[src/rtl/alu_share_arbiter_pkg.sv]
//------------------------------------------------------------------------------
// Module      : alu_share_arbiter_pkg
// Description : ALU opcodes, arbiter port indices and response-slot states.
// Revision    : 1.0
//------------------------------------------------------------------------------
`default_nettype none

package alu_share_arbiter_pkg;

    localparam int DATA_W = 32;
    localparam int OP_W   = 4;

    localparam logic [OP_W-1:0] ALU_ADD  = 4'h0;
    localparam logic [OP_W-1:0] ALU_SUB  = 4'h1;
    localparam logic [OP_W-1:0] ALU_AND  = 4'h2;
    localparam logic [OP_W-1:0] ALU_OR   = 4'h3;
    localparam logic [OP_W-1:0] ALU_XOR  = 4'h4;
    localparam logic [OP_W-1:0] ALU_SLL  = 4'h5;
    localparam logic [OP_W-1:0] ALU_SRL  = 4'h6;
    localparam logic [OP_W-1:0] ALU_SRA  = 4'h7;
    localparam logic [OP_W-1:0] ALU_SLT  = 4'h8;
    localparam logic [OP_W-1:0] ALU_SLTU = 4'h9;
    localparam logic [OP_W-1:0] ALU_PASSB = 4'hA;

    localparam logic ARB_P0 = 1'b0;
    localparam logic ARB_P1 = 1'b1;

    typedef enum logic [0:0] {
        SLOT_EMPTY = 1'b0,
        SLOT_FULL  = 1'b1
    } slot_state_t;

endpackage

`default_nettype wire

[src/rtl/alu.sv]
//------------------------------------------------------------------------------
// Module      : alu
// Description : Single-cycle combinational ALU with zero flag.
// Revision    : 1.0
//------------------------------------------------------------------------------
`default_nettype none

module alu
    import alu_share_arbiter_pkg::*;
(
    input  logic [DATA_W-1:0] a,
    input  logic [DATA_W-1:0] b,
    input  logic [OP_W-1:0]   op,
    output logic [DATA_W-1:0] y,
    output logic              zero
);

    always_comb begin
        y = '0;
        case (op)
            ALU_ADD:   y = a + b;
            ALU_SUB:   y = a - b;
            ALU_AND:   y = a & b;
            ALU_OR:    y = a | b;
            ALU_XOR:   y = a ^ b;
            ALU_SLL:   y = a << b[4:0];
            ALU_SRL:   y = a >> b[4:0];
            ALU_SRA:   y = $signed(a) >>> b[4:0];
            ALU_SLT:   y = {31'b0, ($signed(a) < $signed(b))};
            ALU_SLTU:  y = {31'b0, (a < b)};
            ALU_PASSB: y = b;
            default:   y = '0;
        endcase
    end

    assign zero = (y == '0);

endmodule

`default_nettype wire

[src/rtl/alu_resp_slot.sv]
//------------------------------------------------------------------------------
// Module      : alu_resp_slot
// Description : One-entry registered response buffer with valid/ready output.
// Revision    : 1.0
//------------------------------------------------------------------------------
`default_nettype none

module alu_resp_slot
    import alu_share_arbiter_pkg::*;
(
    input  logic              clk,
    input  logic              rst,
    input  logic              load,
    input  logic [DATA_W-1:0] y_in,
    input  logic              zero_in,
    input  logic              resp_ready,
    output logic              can_accept,
    output logic              resp_valid,
    output logic [DATA_W-1:0] y,
    output logic              zero
);

    slot_state_t       r_state;
    logic [DATA_W-1:0] r_y;
    logic              r_zero;

    always_ff @(posedge clk) begin
        if (rst) begin
            r_state <= SLOT_EMPTY;
            r_y     <= '0;
            r_zero  <= 1'b0;
        end else begin
            case (r_state)
                SLOT_EMPTY: if (load) r_state <= SLOT_FULL;
                // a load in the drain cycle keeps the slot full with new data
                SLOT_FULL:  if (resp_ready && !load) r_state <= SLOT_EMPTY;
                default:    r_state <= SLOT_EMPTY;
            endcase
            if (load) begin
                r_y    <= y_in;
                r_zero <= zero_in;
            end
        end
    end

    assign resp_valid = (r_state == SLOT_FULL);
    assign can_accept = (r_state == SLOT_EMPTY) || resp_ready;
    assign y          = r_y;
    assign zero       = r_zero;

endmodule

`default_nettype wire

[src/rtl/alu_share_arbiter.sv]
//------------------------------------------------------------------------------
// Module      : alu_share_arbiter
// Description : Two-port arbiter sharing one ALU, with per-port result slots.
// Revision    : 1.0
//------------------------------------------------------------------------------
`default_nettype none

module alu_share_arbiter
    import alu_share_arbiter_pkg::*;
#(
    parameter logic RR_EN = 1'b1,
    parameter int   CNT_W = 16
) (
    input  logic              clk,
    input  logic              rst,
    input  logic              p0_req_valid,
    output logic              p0_req_ready,
    input  logic [DATA_W-1:0] p0_a,
    input  logic [DATA_W-1:0] p0_b,
    input  logic [OP_W-1:0]   p0_op,
    output logic              p0_resp_valid,
    input  logic              p0_resp_ready,
    output logic [DATA_W-1:0] p0_y,
    output logic              p0_zero,
    input  logic              p1_req_valid,
    output logic              p1_req_ready,
    input  logic [DATA_W-1:0] p1_a,
    input  logic [DATA_W-1:0] p1_b,
    input  logic [OP_W-1:0]   p1_op,
    output logic              p1_resp_valid,
    input  logic              p1_resp_ready,
    output logic [DATA_W-1:0] p1_y,
    output logic              p1_zero,
    output logic [CNT_W-1:0]  op_count
);

    logic              r_last_grant;
    logic [CNT_W-1:0]  r_op_count;
    logic              w_acc0, w_acc1;
    logic              w_elig0, w_elig1;
    logic              w_grant0, w_grant1;
    logic [DATA_W-1:0] w_alu_a, w_alu_b, w_alu_y;
    logic [OP_W-1:0]   w_alu_op;
    logic              w_alu_zero;

    // Reset gates eligibility so nothing is accepted in a reset cycle.
    assign w_elig0 = !rst && p0_req_valid && w_acc0;
    assign w_elig1 = !rst && p1_req_valid && w_acc1;

    assign w_grant0 = w_elig0 && (!w_elig1 || (RR_EN == 1'b0) || (r_last_grant == ARB_P1));
    assign w_grant1 = w_elig1 && (!w_elig0 || ((RR_EN == 1'b1) && (r_last_grant == ARB_P0)));

    assign p0_req_ready = w_grant0;
    assign p1_req_ready = w_grant1;

    assign w_alu_a  = w_grant1 ? p1_a  : p0_a;
    assign w_alu_b  = w_grant1 ? p1_b  : p0_b;
    assign w_alu_op = w_grant1 ? p1_op : p0_op;

    alu u_alu (
        .a    (w_alu_a),
        .b    (w_alu_b),
        .op   (w_alu_op),
        .y    (w_alu_y),
        .zero (w_alu_zero)
    );

    always_ff @(posedge clk) begin
        if (rst) begin
            r_last_grant <= ARB_P1;
            r_op_count   <= '0;
        end else begin
            if (w_grant0) begin
                r_last_grant <= ARB_P0;
            end else if (w_grant1) begin
                r_last_grant <= ARB_P1;
            end
            if ((w_grant0 || w_grant1) && (r_op_count != {CNT_W{1'b1}})) begin
                r_op_count <= r_op_count + 1'b1;
            end
        end
    end

    assign op_count = r_op_count;

    alu_resp_slot u_slot0 (
        .clk        (clk),
        .rst        (rst),
        .load       (w_grant0),
        .y_in       (w_alu_y),
        .zero_in    (w_alu_zero),
        .resp_ready (p0_resp_ready),
        .can_accept (w_acc0),
        .resp_valid (p0_resp_valid),
        .y          (p0_y),
        .zero       (p0_zero)
    );

    alu_resp_slot u_slot1 (
        .clk        (clk),
        .rst        (rst),
        .load       (w_grant1),
        .y_in       (w_alu_y),
        .zero_in    (w_alu_zero),
        .resp_ready (p1_resp_ready),
        .can_accept (w_acc1),
        .resp_valid (p1_resp_valid),
        .y          (p1_y),
        .zero       (p1_zero)
    );

endmodule

`default_nettype wire

[config.mk]
export PLATFORM = sky130hd
export DESIGN_NAME = alu_share_arbiter
export DESIGN_NICKNAME = d
export VERILOG_FILES = /design/src/rtl/alu_share_arbiter_pkg.sv /design/src/rtl/alu.sv /design/src/rtl/alu_resp_slot.sv /design/src/rtl/alu_share_arbiter.sv
export SDC_FILE = /design/constraint.sdc
export NUM_CORES = 1
export LEC_CHECK = 0
export BUFFER_PORTS_ARGS = -buffer_cell sky130_fd_sc_hd__buf_2
export CAP_MARGIN = 20
export CORE_UTILIZATION = 30
export DETAILED_ROUTE_END_ITERATION = 6
export PLACE_DENSITY = 0.46
export SKIP_CTS_REPAIR_TIMING = 1
export SYNTH_ARGS = -nofsm -noshare
export SYNTH_HDL_FRONTEND = slang
export SYNTH_SLANG_ARGS = --single-unit
[constraint.sdc]
create_clock -name clk -period 15.1 [get_ports clk]
set_clock_uncertainty 0.2 [all_clocks]
set_input_delay 3.02 -clock clk [delete_from_list [all_inputs] [get_ports clk]]
set_output_delay 3.02 -clock clk [all_outputs]
set_load 0.05 [all_outputs]
## After elaboration in Yosys (flattened, before gate mapping)

Cells that the tools add are included.

- Add/subtract/negate cells: 3
- Magnitude comparators: 2
- Equal/unequal tests: 11
- Shift operators: 3
- Multiplexer cells: 12
- Bitwise operators: 6
- Reductions and logical operators: 22

Operator list:

| operator | number |
|---|---|
| $pmux 32 s11 | 1 |
| $lt 32x32->1 | 2 |
| $mux 32 | 2 |
| $add 32x32->32 | 1 |
| $and 32x32->32 | 1 |
| $logic_not 32->1 | 1 |
| $or 32x32->32 | 1 |
| $shl 32x5->32 | 1 |
| $shr 32x5->32 | 1 |
| $sshr 32x5->32 | 1 |
| $sub 32x32->32 | 1 |
| $xor 32x32->32 | 1 |
| $add 16x1->16 const B | 1 |
| $eq 4x3->1 const B | 4 |
| $ne 16x16->1 const B | 1 |
| $eq 4x4->1 const B | 3 |
| $logic_and 1x1->1 | 9 |
| $eq 4x2->1 const B | 2 |
| $mux 1 | 6 |
| $logic_not 1->1 | 5 |
| $logic_or 1x1->1 | 5 |
| $eq 4x1->1 const B | 1 |
| $logic_not 4->1 | 1 |
| $mux 4 | 1 |
| 3 further kinds | 6 |

- Register bits: 85
- Output and inout bits: 86
- Logic and storage cells: 67

## Depth between registers and ports, before layout

Gate-level depths: netlist (run 1).

- Depth in word-level cells: 10
- Mapped depth: 26
- Gate-level depth less buffers: 19

## Modules after synthesis

A second synthesis (run 1) with hierarchy kept.

- Cell total of the unflattened synthesis: 1,802
- Area total of the unflattened synthesis: 14,012.2 um2

By module, submodules not included:

| module | instances | cells each | area each (um2) |
|---|---|---|---|
| alu | 1 | 1,393 | 9,635.5 |
| alu_resp_slot | 2 | 111 | 1,238.7 |
| alu_share_arbiter | 1 | 187 | 1,899.3 |

## Least setup slack after synthesis (run 1)

OpenSTA, ideal clock, no wires.

- Kind: in2out
- Start point: input port rst
- End point: output port p1_req_ready
- Arrival time: 5.268 ns
- Data required time: 11.880 ns
- Slack: 6.612 ns
- Stages: 10
- Buffers on the path: 7
- Cells stage by stage: buf_2 nor2b_4 o211ai_4 inv_4 buf_4 buf_4 buf_2 buf_2 clkbuf_1 clkbuf_1

- Cells in the longest elaborated chain, start to end: 6

RTL lines:

| element | RTL line | RTL |
|---|---|---|
| start: declaration | alu_share_arbiter.sv:15 | `input logic rst,` |
| $logic_not 1->1 * | alu_share_arbiter.sv:47, alu_share_arbiter.sv:48 |  |
| $logic_and 1x1->1 (2 in a row) | alu_share_arbiter.sv:47 | `assign w_elig0 = !rst && p0_req_valid && w_acc0;` |
| $logic_not 1->1 | alu_share_arbiter.sv:51 | `assign w_grant1 = w_elig1 && (!w_elig0 \|\| ((RR_EN == 1'b1) && (r_last_grant == ARB_P0)));` |
| $logic_or 1x1->1 | alu_share_arbiter.sv:51 |  |
| $logic_and 1x1->1 * | alu_share_arbiter.sv:51 |  |
| end: declaration | alu_share_arbiter.sv:26 | `output logic p1_req_ready,` |

Every way passes the cells marked *; elsewhere a longest branch is shown, timed or not.

## Worst setup path after layout (run 1)

- Start point: input port rst
- End point: register u_slot1.r_zero (netlist: u_slot1.zero)

- Cells in the longest elaborated chain, start to end: 10

RTL lines:

| element | RTL line | RTL |
|---|---|---|
| $logic_not 1->1 | alu_share_arbiter.sv:47, alu_share_arbiter.sv:48 |  |
| $logic_and 1x1->1 (2 in a row) | alu_share_arbiter.sv:47 |  |
| $logic_not 1->1 | alu_share_arbiter.sv:51 |  |
| $logic_or 1x1->1 | alu_share_arbiter.sv:51 |  |
| $logic_and 1x1->1 | alu_share_arbiter.sv:51 |  |
| $mux 32, or another cell as far along | alu_share_arbiter.sv:56 | `assign w_alu_a = w_grant1 ? p1_a : p0_a;` |
| $sub 32x32->32, or another cell as far along | alu.sv:22 | `ALU_SUB: y = a - b;` |
| $pmux 32 s11 | alu.sv:20 | `case (op)` |
| $logic_not 32->1 | alu.sv:36 | `assign zero = (y == '0);` |
| end signal: assignment | alu_resp_slot.sv:41 | `r_zero <= zero_in;` |
| end: declaration | alu_resp_slot.sv:25 | `logic r_zero;` |

Parallel ways exist; a longest one is shown, timed or not.
A chain may end at the register's enable or synchronous reset.

==> results.txt, run 1 <==
----------------------------------------------------
[Logic synthesis]
  Commonest register cell after synthesis ... dfxtp_1
  Count of synthesis-stage warnings from yosys ... 0
  Synth Net Count ... 2887
  Number of register bits inferred by synthesis ... 85
  Syn Inst Count ... 2647
  Average cell area after synthesis ... 7.45 µm²
  Post-synthesis instance area ... 19700 µm²
  Ranking of synthesized cells by area ... mux2i_1 (9.8%), mux4_2 (9.8%), dfxtp_1 (8.6%)
  Number of enable flip-flop cells after synthesis ... 0
  Most used standard cells in the synthesized netlist ... nand2_1 (357), nor2_1 (209), mux2i_1 (194)
  Distinct cells, synth ... 103
  Leading area contributor after synthesis ... mux2i_1
  Seq/Total Area, Yosys ... 8.63%
  Area share of the largest cell type after synthesis ... 9.85%
  Leading cell type by number of instances after synthesis ... nand2_1
  Proportion of register bits with asynchronous set or reset after synthesis ... 0%

[Placed design]
  Cell Count Post-Placement ... 3534
  Half-perimeter wire length of the detailed placement result ... 93.8 mm
  Port buffer count ... 227
  Routability Congestion ... 1.01
  Post-placement setup slack ... 5.02 ns

[Die]
  Overall die width ... 258 µm
  Top-level port count ... 228
  DIE AREA ... 66800 µm²
  Effective utilization at floorplan ... 30.5%
  Die Y ... 258 µm
  Rows ... 93
  Placeable core area ... 64700 µm²

[Clock tree]
  Clock Path Buffers ... 2
  Skew-Pair Late Insertion Delay ... 0.34 ns
  Clock buffers created by TritonCTS ... 9
  Clock Pin Slew Worst Setup and Hold Paths ... 0.06 ns
  H-tree depth ... 3
  Clock tree from TritonCTS ... built
  Root Driver ... clkbuf_16
  Clock sink count ... 85

[Final layout]
  # fillers ... 7116
  Non-filler instance count after layout ... 3553
  Fraction of final layout cells sized beyond drive strength 1 ... 19.9%
  Final core occ ... 33.2%
  Area growth, synth to finish ... 9.00%
  Total Nets Final ... 2930

[Outcome]
  Run status ... completed

[STA]
  Final critical-path share of the clock period ... 65.9%
  Transition time at the pin with the least slew margin ... 1.16 ns
  Peak Freq ... 101 MHz
  Shortest clock period the worst path allows after layout ... 9.95 ns
  Total Negative Setup Slacks ... 0 ns
  Smallest hold slack ... 0.286 ns
  Setup repair after global routing missed its margin ... false
  Slack of the critical path ... 5.15 ns
  Final Hold Viols ... 0
  Relative slew slack ... 21.8%
  Count of final max-slew check failures ... 0
  Final number of setup-violating endpoints ... 0

[Global routing]
  GRT Total Usage ... 34.4%
  Global-route wire length before repair ... 168 mm
  Pin count of the biggest net entering global routing ... 125
  Antenna violations before repair ... 7
  Overall overflow remaining after global route ... 0
  Via count of the first global-routing pass ... 21800

[Power]
  Power per standard cell area ... 69.5 nW/µm²
  Largest vdd supply drop ... 0.0627 mV
  Static Leak ... 8.86 nW

[Critical path]
  Worst EP required ... 15.18 ns
  Category of the worst setup path launch point ... input port
  Category of the critical setup timing path ... input port to flop
  Worst Path Arrival ... 10.02 ns
  Worst Path Max Fanout ... 124
  CP Capture Type ... flop
  Number of cells traversed by the worst register-to-register path ... 17

[Routing]
  Average detailed-routed wire length per instance ... 33.5 µm
  Number of antenna-violating nets in the routed design ... 0
  Via total after detailed routing ... 23400
  DR iter-0 viols ... 3240
  Total length of routed wires ... 119 mm
  Post-detailed-route DRC marker count ... 0
  Routed vias/inst ... 6.57
  Number of iterations in the first detailed-routing pass ... 5

[Worst hold path]
  Min-Delay Path Depth ... 2
  Class of the tightest hold or removal check ... flop to flop

[Job]
  # Max-Cap Violations ... 0

----------------------------------------------------
[path summary, 6_finish.rpt]
path                                                     from                         end  slack (ns)
worst min register to register     u_slot1.y[17]$_SDFFE_PP0N_  u_slot1.y[17]$_SDFFE_PP0N_        0.29
worst max register to register  u_slot0.resp_valid$_SDFF_PP0_   u_slot1.zero$_SDFFE_PP0N_        8.07
worst min-delay path               u_slot1.y[17]$_SDFFE_PP0N_  u_slot1.y[17]$_SDFFE_PP0N_        0.29
worst max-delay path                                      rst   u_slot1.zero$_SDFFE_PP0N_        5.15
[kinds of logic after synthesis]
| family | count (synthesis) | synth area share, % |
|---|---|---|
| AO/OA/AOI/OAI | 697 | 25.7 |
| XOR/XNOR | 26 | 1.15 |
| adder cells (fa/ha/maj) | 98 | 6.26 |
| buffers and inverters | 369 | 8.60 |
| flip-flops | 85 | 8.63 |
| multiplexers | 377 | 25.3 |
| AND/OR/NAND/NOR | 995 | 24.3 |
[worst max-delay path, cell delays in order]
cell,delay [ns]
buf_2,0.08
buf_4,0.65
nor2b_4,0.10
o211ai_4,0.16
buf_4,0.48
buf_12,0.49
mux2i_4,0.82
ha_1,0.45
a21o_1,0.22
a21o_1,0.21
a221o_1,0.44
a221oi_2,0.71
o41ai_2,0.23
a221oi_1,0.36
o211ai_1,0.24
nor4_1,0.41
nand4_1,0.14
or4_1,0.47
o21ai_1,0.15
[registers in the layout (all words and copies together) (netlist names)]
name,count
u_slot0.y,32
u_slot1.y,32
op_count,16
r_last_grant,1
u_slot0.resp_valid,1
u_slot0.zero,1
u_slot1.resp_valid,1
u_slot1.zero,1
[power by group]
group          internal (mW)  switching [mW]
Combinational          0.312           0.721
Clock                  0.121          0.0882
Sequential             0.241          0.0102
[through the flow]
stage          area [µm²]  power, mW
5_1_grt             21500       1.55
6_report            21500       1.49
3_3_place_gp        21200       1.26
4_1_cts             21500       1.47
2_1_floorplan       19700      0.888
3_5_place_dp        21200       1.25
[layer usage]
metal | vias up | GRT usage, % | wire length (µm)
li1 | 10100 | - | -
met3 | 212 | 4.56 | 10300
met1 | 11600 | 46.9 | 50600
met2 | 1446 | 54.2 | 52500
met4 | 8 | 14.2 | 5520
met5 | - | 0 | 46
[layout make-up]
type	instances	area, µm²	area share, %
Clock inverter	4	31.3	0.146
Timing Repair Buffer	284	1580	7.37
Multi-Input combinational cell	2193	16400	76.3
Antenna cell	3	7.51	0.0349
Clock buffer	12	256	1.19
Inverter	117	444	2.07
Sequential cell	85	1700	7.92
Tap cell	855	1070	4.98
[cells in the final DEF (no fill, tap or decap), types with 62 or more instances in the layout]
cell type  synthesis  layout
nand3_1           86      86
a211oi_1          62      62
mux2_2            86      86
o21ai_0           99      99
mux4_2            86      86
nor3_1            74      74
nand2_1          357     357
mux2i_1          194     190
dfxtp_1           85      85
ha_1              97      97
inv_1            112     111
nor2_1           209     209
buf_2             71     224
a21oi_1          122     122
(Power assumes the default switching activity.)
==> inputs of run 2 (changes only) <==
- ABC_AREA: unset -> 1
- PLACE_DENSITY: 0.46 -> 0.47
- clock period: 15.1 -> 10 ns (I/O delays scaled with it)
==> run 2 against run 1 <==
The run now ends with design-rule violations left. Count of clock-buffer cells in the layout is 2 lower. Sequential share of layout area is 2.7 points higher. Worst hold slack better by 0.011 ns. Via count is 19% lower. Synthesized area is 28% lower. Wire length is 30% lower. Cell count is 4.6% lower. Critical path depth is 3 higher. Design area is 26% lower. Combinational power is 26% higher. Setup slack worse by 3.3 ns.
==> results.txt, run 2 <==
----------------------------------------------------
[Outcome]
  Run status ... finished with violations
  Failing checks ... design-rule violations

[Logic synthesis]
  Synth Net Count ... 2888 (+0.035%)
  Post-synthesis instance area ... 14200 µm² (-28%)
  Commonest register cell after synthesis ... dfxtp_1
  Leading cell type by number of instances after synthesis ... nand2_1
  Area share of the largest cell type after synthesis ... 17.6% (+7.8 points)
  Number of enable flip-flop cells after synthesis ... 0 (unchanged)
  Number of register bits inferred by synthesis ... 85 (unchanged)
  Most used standard cells in the synthesized netlist ... nand2_1 (667), nand3_1 (440), inv_1 (363)
  Ranking of synthesized cells by area ... nand2_1 (18%), nand3_1 (15%), dfxtp_1 (12%)
  Leading area contributor after synthesis ... nand2_1
  Seq/Total Area, Yosys ... 12.0% (+3.3 points)
  Distinct cells, synth ... 55 (-47%)
  Proportion of register bits with asynchronous set or reset after synthesis ... 0% (unchanged)
  Count of synthesis-stage warnings from yosys ... 0 (unchanged)
  Average cell area after synthesis ... 5.37 µm² (-28%)
  Syn Inst Count ... 2648 (+0.038%)

[Final layout]
  Area growth, synth to finish ... 12.5%
  Fraction of final layout cells sized beyond drive strength 1 ... 11.9% (-8.1 points)
  Commonest cells after routing, fill and taps aside ... nand2_1 (666), nand3_1 (440), inv_1 (363)
  Non-filler instance count after layout ... 3389 (-4.6%)
  Total Nets Final ... 3017 (+3.0%)
  Most common cell after layout, fill and taps aside ... nand2_1
  Diode insertion count for antenna repair ... 0 (-3)
  Layout Cell Area excl Fill ... 16000 µm² (-26%)
  Final core occ ... 34.3% (+1.0 points)

[Global routing]
  Antenna violations before repair ... 1 (-6)
  Global-route wire length before repair ... 117 mm (-30%)
  Via count of the first global-routing pass ... 17100 (-22%)
  Overall overflow remaining after global route ... 0 (unchanged)
  GRT Total Usage ... 33.7% (-0.67 points)
  Pin count of the biggest net entering global routing ... 140 (+12%)

[Critical path]
  Category of the critical setup timing path ... input port to flop
  Delay of the slowest critical-path stage ... 0.80 ns (-0.02 ns)
  Category of the worst setup path launch point ... input port
  Cell seen most often among critical-path stages ... a21oi_1
  CP Capture Type ... flop
  Worst Path Arrival ... 8.27 ns (-1.75 ns)
  Series of cell instances along the critical path ... buf_2 > inv_6 > nand2_4 > nor2_8 > nand2_8 > inv_1 > or2_1 > o21ai_4 > ha_1 > o21bai_1 > a21oi_1 > o21a_1 > a21oi_1 > o21ai_0 > nand4_1 > a21oi_1 > nand2_1 > nor2_1 > nand3_1 > nor2_1 > nand2_1 > a21oi_2
  Crit path max-delay cell type ... inv_1
  Worst EP required ... 10.09 ns (-5.09 ns)
  Worst Path Max Fanout ... 139 (+12%)

[Clock tree]
  Clock sink count ... 85 (unchanged)
  Clock Path Buffers ... 2 (unchanged)
  Clock buffers created by TritonCTS ... 9 (unchanged)
  Root Driver ... clkbuf_16
  Skew-Pair Late Insertion Delay ... 0.35 ns (about the same)
  Clock tree from TritonCTS ... built
  H-tree depth ... 3 (unchanged)
  Clock Pin Slew Worst Setup and Hold Paths ... 0.07 ns (about the same)

[STA]
  Count of final max-slew check failures ... 0 (unchanged)
  Shortest clock period the worst path allows after layout ... 8.18 ns
  Final number of setup-violating endpoints ... 0 (unchanged)
  Setup repair after global routing missed its margin ... false
  Slack of the critical path ... 1.82 ns (-3.34 ns)
  Relative slew slack ... 33.7% (+12 points)
  Total Negative Setup Slacks ... 0 ns (unchanged)
  Final Hold Viols ... 0 (unchanged)
  Peak Freq ... 122 MHz
  Smallest hold slack ... 0.297 ns (+0.0109 ns)
  Transition time at the pin with the least slew margin ... 0.995 ns (-0.160 ns)
  Final critical-path share of the clock period ... 81.8%

[Die]
  Top-level port count ... 228 (unchanged)
  Effective utilization at floorplan ... 30.5% (about the same)
  Overall die width ... 220 µm (-15%)
  Placeable core area ... 46700 µm² (-28%)
  Die Y ... 220 µm (-15%)
  Rows ... 79 (-15%)
  DIE AREA ... 48300 µm² (-28%)

[Placed design]
  Post-placement setup slack ... 1.59 ns (-3.43 ns)
  Cell Count Post-Placement ... 3373 (-4.6%)
  Routability Congestion ... 1.02 (+0.60%)
  DP Area ... 15600 µm² (-26%)
  Port buffer count ... 227 (unchanged)
  Half-perimeter wire length of the detailed placement result ... 68.1 mm (-27%)

[Routing]
  Average detailed-routed wire length per instance ... 24.6 µm (-27%)
  Total length of routed wires ... 83.2 mm (-30%)
  Routed vias/inst ... 5.56 (-15%)
  DR iter-0 viols ... 2067 (-36%)
  Number of iterations in the first detailed-routing pass ... 7 (+2)
  Via total after detailed routing ... 18800 (-19%)
  Post-detailed-route DRC marker count ... 31 (+31)
  Number of antenna-violating nets in the routed design ... 0 (unchanged)

[Power]
  Design Power ... 2.07 mW (+39%)
  Power per standard cell area ... 130 nW/µm² (+87%)
  Static Leak ... 8.57 nW (-3.3%)
  Largest vdd supply drop ... 0.0724 mV (+16%)

[Worst hold path]
  Class of the tightest hold or removal check ... flop to flop

[Job]
  # Max-Cap Violations ... 0 (unchanged)

----------------------------------------------------
[run 2: cell count changes in the layout (fill, tap and decap cells not counted), moves of 63 or more]
cell	delta
nand2_1	+309
mux2i_1	-190
mux2_2	-86
nand3_1	+354
o21ai_0	+63
inv_1	+252
mux4_2	-86
[run 2: logic make-up (layout without fill, tap and decap cells)]
group / Yosys count / count (layout) / share of synthesized area, %
DFF: 85 / 85 / 12.0
adders and majority gates: 98 / 98 / 8.68
AOI/OAI and AO/OA: 470 / 470 / 18.9
xor gates and xnor gates: 5 / 5 / 0.308
buffers and inverters: 508 / 642 / 14.7
and+or+nand+nor: 1482 / 1482 / 45.4
[run 2: layout make-up]
class / instances / area (µm²)
sequential: 85 / 1700
inverter: 377 / 1420
clock buffer: 10 / 229
clock inverter: 6 / 119
fill: 5409 / 30700
tap: 607 / 759
timing repair buffer: 249 / 1300
multi-input combinational: 2055 / 10500
[run 2: metal layers]
layer	track usage, %	vias up	wire, µm
met1	45.4	8866	36600
met3	4.15	158	5790
met5	0	-	0
met4	14.0	0	3920
li1	-	8919	-
met2	53.9	892	37000
[run 2: worst paths after layout]
path / from / to / slack [ns] / cells past startpoint
max: rst / u_slot0.zero$_SDFFE_PP0P_ / 1.82 / 22
max reg2reg: u_slot0.resp_valid$_SDFF_PP0_ / u_slot0.zero$_SDFFE_PP0P_ / 3.46 / 22
min: u_slot0.y[21]$_SDFFE_PP0P_ / u_slot0.y[21]$_SDFFE_PP0P_ / 0.30 / 2
min reg2reg: u_slot0.y[21]$_SDFFE_PP0P_ / u_slot0.y[21]$_SDFFE_PP0P_ / 0.30 / 2
[run 2: worst max-delay path: cells and delay by family]
family / cells / cell delay, ns
adders and majority gates: 1 / 0.53
and+or+nand+nor: 10 / 2.42
buffers and inverters: 3 / 1.47
AOI/OAI and AO/OA: 8 / 1.71
[run 2: where the power goes]
part / internal (mW) / total (mW) / switching, mW
Clock: 0.247 / 0.395 / 0.148
Sequential: 0.362 / 0.377 / 0.0157
Combinational: 0.326 / 1.30 / 0.973
